**src/rtl/mem_wb_skid.sv**
```systemverilog
// MEM/WB pipeline boundary: valid/ready handshake carrying the write-back triple,
// with an optional skid entry (registered in_ready), synchronous flush and a back-pressure counter.
module mem_wb_skid #(
    parameter int DATA_W = 32,
    parameter int ADDR_W = 5,
    parameter int SKID   = 1,
    parameter int CNT_W  = 16
) (
    input  logic              clk,
    input  logic              rst,
    input  logic              flush,
    input  logic              in_valid,
    output logic              in_ready,
    input  logic              in_we,
    input  logic [ADDR_W-1:0] in_wd,
    input  logic [DATA_W-1:0] in_wdata,
    output logic              out_valid,
    input  logic              out_ready,
    output logic              out_we,
    output logic [ADDR_W-1:0] out_wd,
    output logic [DATA_W-1:0] out_wdata,
    output logic [1:0]        occupancy,
    output logic [CNT_W-1:0]  bp_cnt
);

    typedef struct packed {
        logic              vld;
        logic              we;
        logic [ADDR_W-1:0] wd;
        logic [DATA_W-1:0] wdata;
    } entry_t;

    entry_t           main_q, main_d;
    entry_t           skid_q, skid_d;
    entry_t           in_ent;
    logic [CNT_W-1:0] bp_q, bp_d;
    logic             accept;
    logic             drain;

    assign in_ent = {1'b1, in_we, in_wd, in_wdata};

    // With a skid entry, in_ready depends only on held state and never on out_ready.
    assign in_ready = (SKID != 0) ? !skid_q.vld : (!main_q.vld || out_ready);
    assign accept   = in_valid && in_ready;
    assign drain    = main_q.vld && out_ready;

    always_comb begin
        main_d = main_q;
        skid_d = skid_q;
        if (flush) begin
            main_d = '0;
            skid_d = '0;
        end else if (SKID != 0) begin
            if (drain) begin
                if (skid_q.vld) begin
                    main_d = skid_q;
                    skid_d = '0;
                end else if (accept) begin
                    main_d = in_ent;
                end else begin
                    main_d = '0;
                end
            end else if (accept) begin
                if (!main_q.vld) begin
                    main_d = in_ent;
                end else begin
                    skid_d = in_ent;
                end
            end
        end else begin
            skid_d = '0;
            if (accept) begin
                main_d = in_ent;
            end else if (drain) begin
                main_d = '0;
            end
        end
    end

    // Stall cycles are counted even while flushing; the counter saturates.
    always_comb begin
        bp_d = bp_q;
        if (main_q.vld && !out_ready && (bp_q != '1)) begin
            bp_d = bp_q + CNT_W'(1);
        end
    end

    always_ff @(posedge clk or negedge rst) begin
        if (!rst) begin
            main_q <= '0;
            skid_q <= '0;
            bp_q   <= '0;
        end else begin
            main_q <= main_d;
            skid_q <= skid_d;
            bp_q   <= bp_d;
        end
    end

    // Bubbles are masked so an empty slot can never cause a register-file write.
    assign out_valid = main_q.vld;
    assign out_we    = main_q.vld && main_q.we;
    assign out_wd    = main_q.vld ? main_q.wd : '0;
    assign out_wdata = main_q.vld ? main_q.wdata : '0;
    assign occupancy = 2'(main_q.vld) + 2'(skid_q.vld);
    assign bp_cnt    = bp_q;

endmodule

```
**config.mk**
```make
export PLATFORM = sky130hd
export DESIGN_NAME = mem_wb_skid
export DESIGN_NICKNAME = d
export VERILOG_FILES = /design/src/rtl/mem_wb_skid.sv
export SDC_FILE = /design/constraint.sdc
export NUM_CORES = 1
export LEC_CHECK = 0
export ABC_AREA = 1
export BUFFER_PORTS_ARGS = -buffer_cell sky130_fd_sc_hd__buf_2
export CAP_MARGIN = 20
export CORE_UTILIZATION = 59
export CTS_BUF_LIST = sky130_fd_sc_hd__clkbuf_16
export CTS_CLUSTER_SIZE = 16
export DETAILED_ROUTE_END_ITERATION = 16
export PLACE_DENSITY_LB_ADDON = 0.05
export SYNTH_ARGS = -nofsm -noshare
export SYNTH_HDL_FRONTEND = slang
export SYNTH_SLANG_ARGS = --single-unit
```
**constraint.sdc**
```tcl
create_clock -name clk -period 3.7 [get_ports clk]
set_input_delay 1.11 -clock clk [delete_from_list [all_inputs] [get_ports clk]]
set_output_delay 1.11 -clock clk [all_outputs]
set_load 0.02 [all_outputs]
```
# After elaboration in Yosys (flattened, before gate mapping)
# Index checks and enable logic that the tools add are counted.
word_totals:
  register_bits: 94
  in_bits: 43
  out_inout_bits: 58
  elab_cells: 39
op_classes:
  add_sub_neg: 2
  n_eq_ne: 3
  muxes: 13
  reduce_logical: 12
op_table:
  columns: ["operator", "n"]
  rows:
  - ["$mux W39", 9]
  - ["$mux W38", 2]
  - ["$mux W32", 1]
  - ["$add A16 B1 Y16 const B", 1]
  - ["$ne A16 B16 Y1 const B", 1]
  - ["$reduce_bool A3 Y1", 2]
  - ["$logic_and A1 B1 Y1", 5]
  - ["$mux W5", 1]
  - ["$reduce_and A2 Y1", 2]
  - ["$ne A3 B2 Y1 const B", 1]
  - ["$ne A3 B3 Y1 const B", 1]
  - ["$reduce_and A3 Y1", 1]
  - ["$add A1 B1 Y2", 1]
  - ["$logic_not A1 Y1", 2]

# Longest topological paths before layout
depth:
  ltp_word: 6
  mapped_depth: 9
  ltp_nobuf: 9

# Least setup slack after synthesis
# Ideal clock, no wire load.
synth_timing:
  kind: "register to output"
  startpoint: "reg main_q (netlist bit out_valid)"
  endpoint: "out out_wdata[11]"
  t_arrival_ns: 1.325
  t_required_ns: 2.590
  path_slack_ns: 1.265
  stages_incl_launch_ff: 5
  n_path_buf: 2
  path_cell_list: "dfrtp_1 > clkbuf_1 > clkbuf_1 > nand2_1 > inv_1"
synth_between:
  elab_chain_len: 1
synth_lines:
  columns: ["element", "line", "text"]
  rows:
  - ["start, declared", "33", "entry_t main_q, main_d;"]
  - ["start signal, assigned", "94", "main_q <= main_d;"]
  - ["$mux W32", "104", "assign out_wdata = main_q.vld ? main_q.wdata : '0;"]
  - ["end, declared", "21", "output logic [DATA_W-1:0] out_wdata,"]
# No other way between the ends.

# Final worst setup path
layout_timing:
  startpoint: "reg main_q (netlist bit out_valid)"
  endpoint: "out out_wd[4]"
layout_between:
  elab_chain_len: 1
layout_lines:
  columns: ["element", "line", "text"]
  rows:
  - ["$mux W5", "103", "assign out_wd = main_q.vld ? main_q.wd : '0;"]
  - ["end, declared", "20", "output logic [ADDR_W-1:0] out_wd,"]
# No other way between the ends.

==> summary.txt <==
Timing
  • Max-slew violations: 0
  • Max Clock Freq: about 350 MHz
  • Final period utilization: 76.8%
  • Setup violators final: 0
  • Hold Fails Final Rpt: 0
  • Min Tclk post-route: 2840 ps
  • RSZ-0062 raised after global routing: false
  • Slew margin rel.: 40.1%
  • Fin Setup TNS: 0 ps
  • Slew at the pin with the worst max-slew slack: roughly 900 ps
  • Skew final: approximately 3.5 ps

GRT
  • GRT overflow: 0
  • Number of global-route vias before repair: roughly 4300
  • Initial antenna violation count: 0
  • First-pass GRT wire length: between 15000 and 20000 um
  • Largest net degree at the start of global routing: 95
  • GR Util met3: 4.06%
  • Gr usage total: between 20% and 30%
  • Global routing's busiest layer: met2
  • GR Util met1: a little over a third
  • GRT met2 Usage: ~49%

CTS
  • CTS Hold Bufs: 0
  • CTS clk-pin slew, worst paths: 60 ps
  • Num CTS Buffers: 9
  • Clk buf depth: 2
  • H-tree depth: 3
  • Resize count post-CTS: 0
  • # Post-CTS Setup Buffers: 0
  • CTS tree: done
  • Root Buffer: clkbuf_16
  • CTS Sinks: 94
  • Clk_lat worst skew: between 300 and 400 ps

Route
  • WL final: approximately 11000 um
  • Vias: around 4500
  • Vias per cell: roughly 5.2
  • DR pass1 iterations: 5
  • Residual DRC count: 0
  • WL/cell: 13.1 um
  • Post-detailed-route count of antenna-violating nets: 0
  • DRT iter0 DRCs: roughly 240

Critical path
  • FF-to-FF End: skid_q[2]$_DFFE_PN0P_
  • Arrival @ worst endpoint: between 1500 and 2000 ps
  • Max FO, Critical Path: 24
  • Critical Path End Type: primary output
  • Crit path required time: around 2600 ps
  • Worst setup SP type: flip-flop
  • Worst r2r src: out_valid$_DFFE_PN0P_
  • Path depth of the worst reg2reg path: 7
  • R2R Setup Slk: just under 1000 ps
  • Crit Path Class: flip-flop to primary output

Hold path
  • Number of cells on the worst hold path: 2
  • Worst hold start: skid_q[28]$_DFFE_PN0P_
  • Min-delay worst type: flip-flop to flip-flop
  • Worst Hold Endpoint: skid_q[28]$_DFFE_PN0P_

Synthesis
  • Most used DFF post-synth: dfrtp_1
  • Syn Area/Cell: between 7 and 8 sq um
  • Synth cell types: 21
  • Synthesized flop and latch total: 94
  • Post-synth top area share: 49.3%
  • Syn Inst Count: 660
  • Leading cell type by number of instances after synthesis: nand2_1
  • Synthesized area: about 0.0048 sq mm
  • YS warnings: 0
  • FFs w/ async S/R, synth: 100%
  • Post-synthesis sequential area ratio: between 40% and 50%
  • Top area cells in the synthesized netlist: dfrtp_1 49%, nand2_1 20%, inv_1 7.4%, o21ai_0 6.0%, nand3_1 5.0%
  • Post-synth net total: 705
  • Synth cell count leaders: 260 x nand2_1, 94 x dfrtp_1, 94 x inv_1, 57 x o21ai_0, 48 x nand3_1
  • Post-synth EDFFs: 0
  • Dominant cell type by area after synthesis: dfrtp_1

Layout
  • Final cell count without fillers: approximately 850
  • Area growth, synth to finish: 18.1%
  • Fin nets: a little under 800
  • Share of layout cells above drive strength 1: 17.7%
  • Ant diodes: 0

Pwr
  • Pwr/cell area: ~450 mW/mm^2
  • Lkg Pwr: 3.34 nW
  • Max VDD drop: between 200 and 300 uV

Place
  • Port Buf Inserts: 100
  • Final weighted congestion in routability-driven placement: roughly 0.88
  • Placed cell count: between 800 and 900
  • DP HPWL: around 7100 um

Status
  • Status: complete, no violations

Floorplan
  • Starting Density: 61.4%
  • Die outline area: around 0.0084 sq mm
  • Row cnt: 32
  • Core region area: 0.00777 sq mm
  • Die height: slightly above 90 um
  • Die W: 91.9 um
  • Top-Level Pins: a little over 100

Flow run
  • Max Cap Viol: 0
## registers in the layout, summed over array words and instances, names as in the netlist
name / count
out_valid: 1
main_q: 38
skid_q: 39
bp_cnt: 16
## cells by family after synthesis
logic type	share of synthesized area, %
xor gates and xnor gates	1.29
buffers and inverters	11.0
adders and majority gates	0.524
DFF	49.3
and+or+nand+nor	28.9
AOI/OAI and AO/OA	9.00
## stage by stage
step                instance area, sq um  hold WS, ps  total power [mW]  util (%)  worst slack [ps]
floorplan                           4770          453              1.48         -              1270
global placement                    5350          465              1.63      68.9               948
detailed placement                  5350          473              1.64      68.9               805
CTS                                 5630          489              2.53      72.5               822
global route                        5630          517              2.62      72.5               727
finish                              5630          489              2.51      72.5               858
## area by class of cell
class	count	area [sq um]
tap	102	128
timing repair buffer	107	581
sequential	94	2350
clock buffer	9	225
inverter	97	364
clock inverter	7	57.6
fill	628	2130
multi-input combinational	436	1930
## worst max-delay path: stages (launching register included)
cell,delay [ps]
dfrtp_1,830
buf_12,250
nand2_1,60
inv_1,80
buf_2,170
## power by group
| part | internal, mW | switching [mW] |
|---|---|---|
| sequential | 1.13 | 0.0818 |
| clock | 0.514 | 0.373 |
| combinational | 0.136 | 0.278 |
| total | 1.78 | 0.733 |
## placed cells by master, fill, tap and decap left out, types with 8 or more instances in the layout
cell	Yosys	routed
nor2_1	22	20
clkbuf_16	0	9
buf_2	14	99
o21ai_1	25	25
inv_1	94	96
nand2_1	260	260
dfrtp_1	94	94
nand4_1	8	8
o21ai_0	57	57
nand3_1	48	46
## layer usage
metal / part of all wire [%] / routed length [um]
met1: 43 / 4860
met2: 50 / 5570
met3: 5.5 / 612
met4: 1.3 / 148
met5: 0 / 0
## worst max path at each step
stage	start	slack, ps	cells past startpoint	end
2_1_floorplan	out_valid$_DFFE_PN0P_	1270	4	out_wdata[11]
3_3_place_gp	out_ready	950	8	skid_q[14]$_DFFE_PN0P_
3_5_place_dp	out_ready	810	8	skid_q[2]$_DFFE_PN0P_
4_1_cts	out_valid$_DFFE_PN0P_	820	4	out_wd[4]
5_1_grt	out_valid$_DFFE_PN0P_	730	4	out_wd[4]
6_report	out_valid$_DFFE_PN0P_	860	4	out_wd[4]
(Power assumes the default switching activity.)
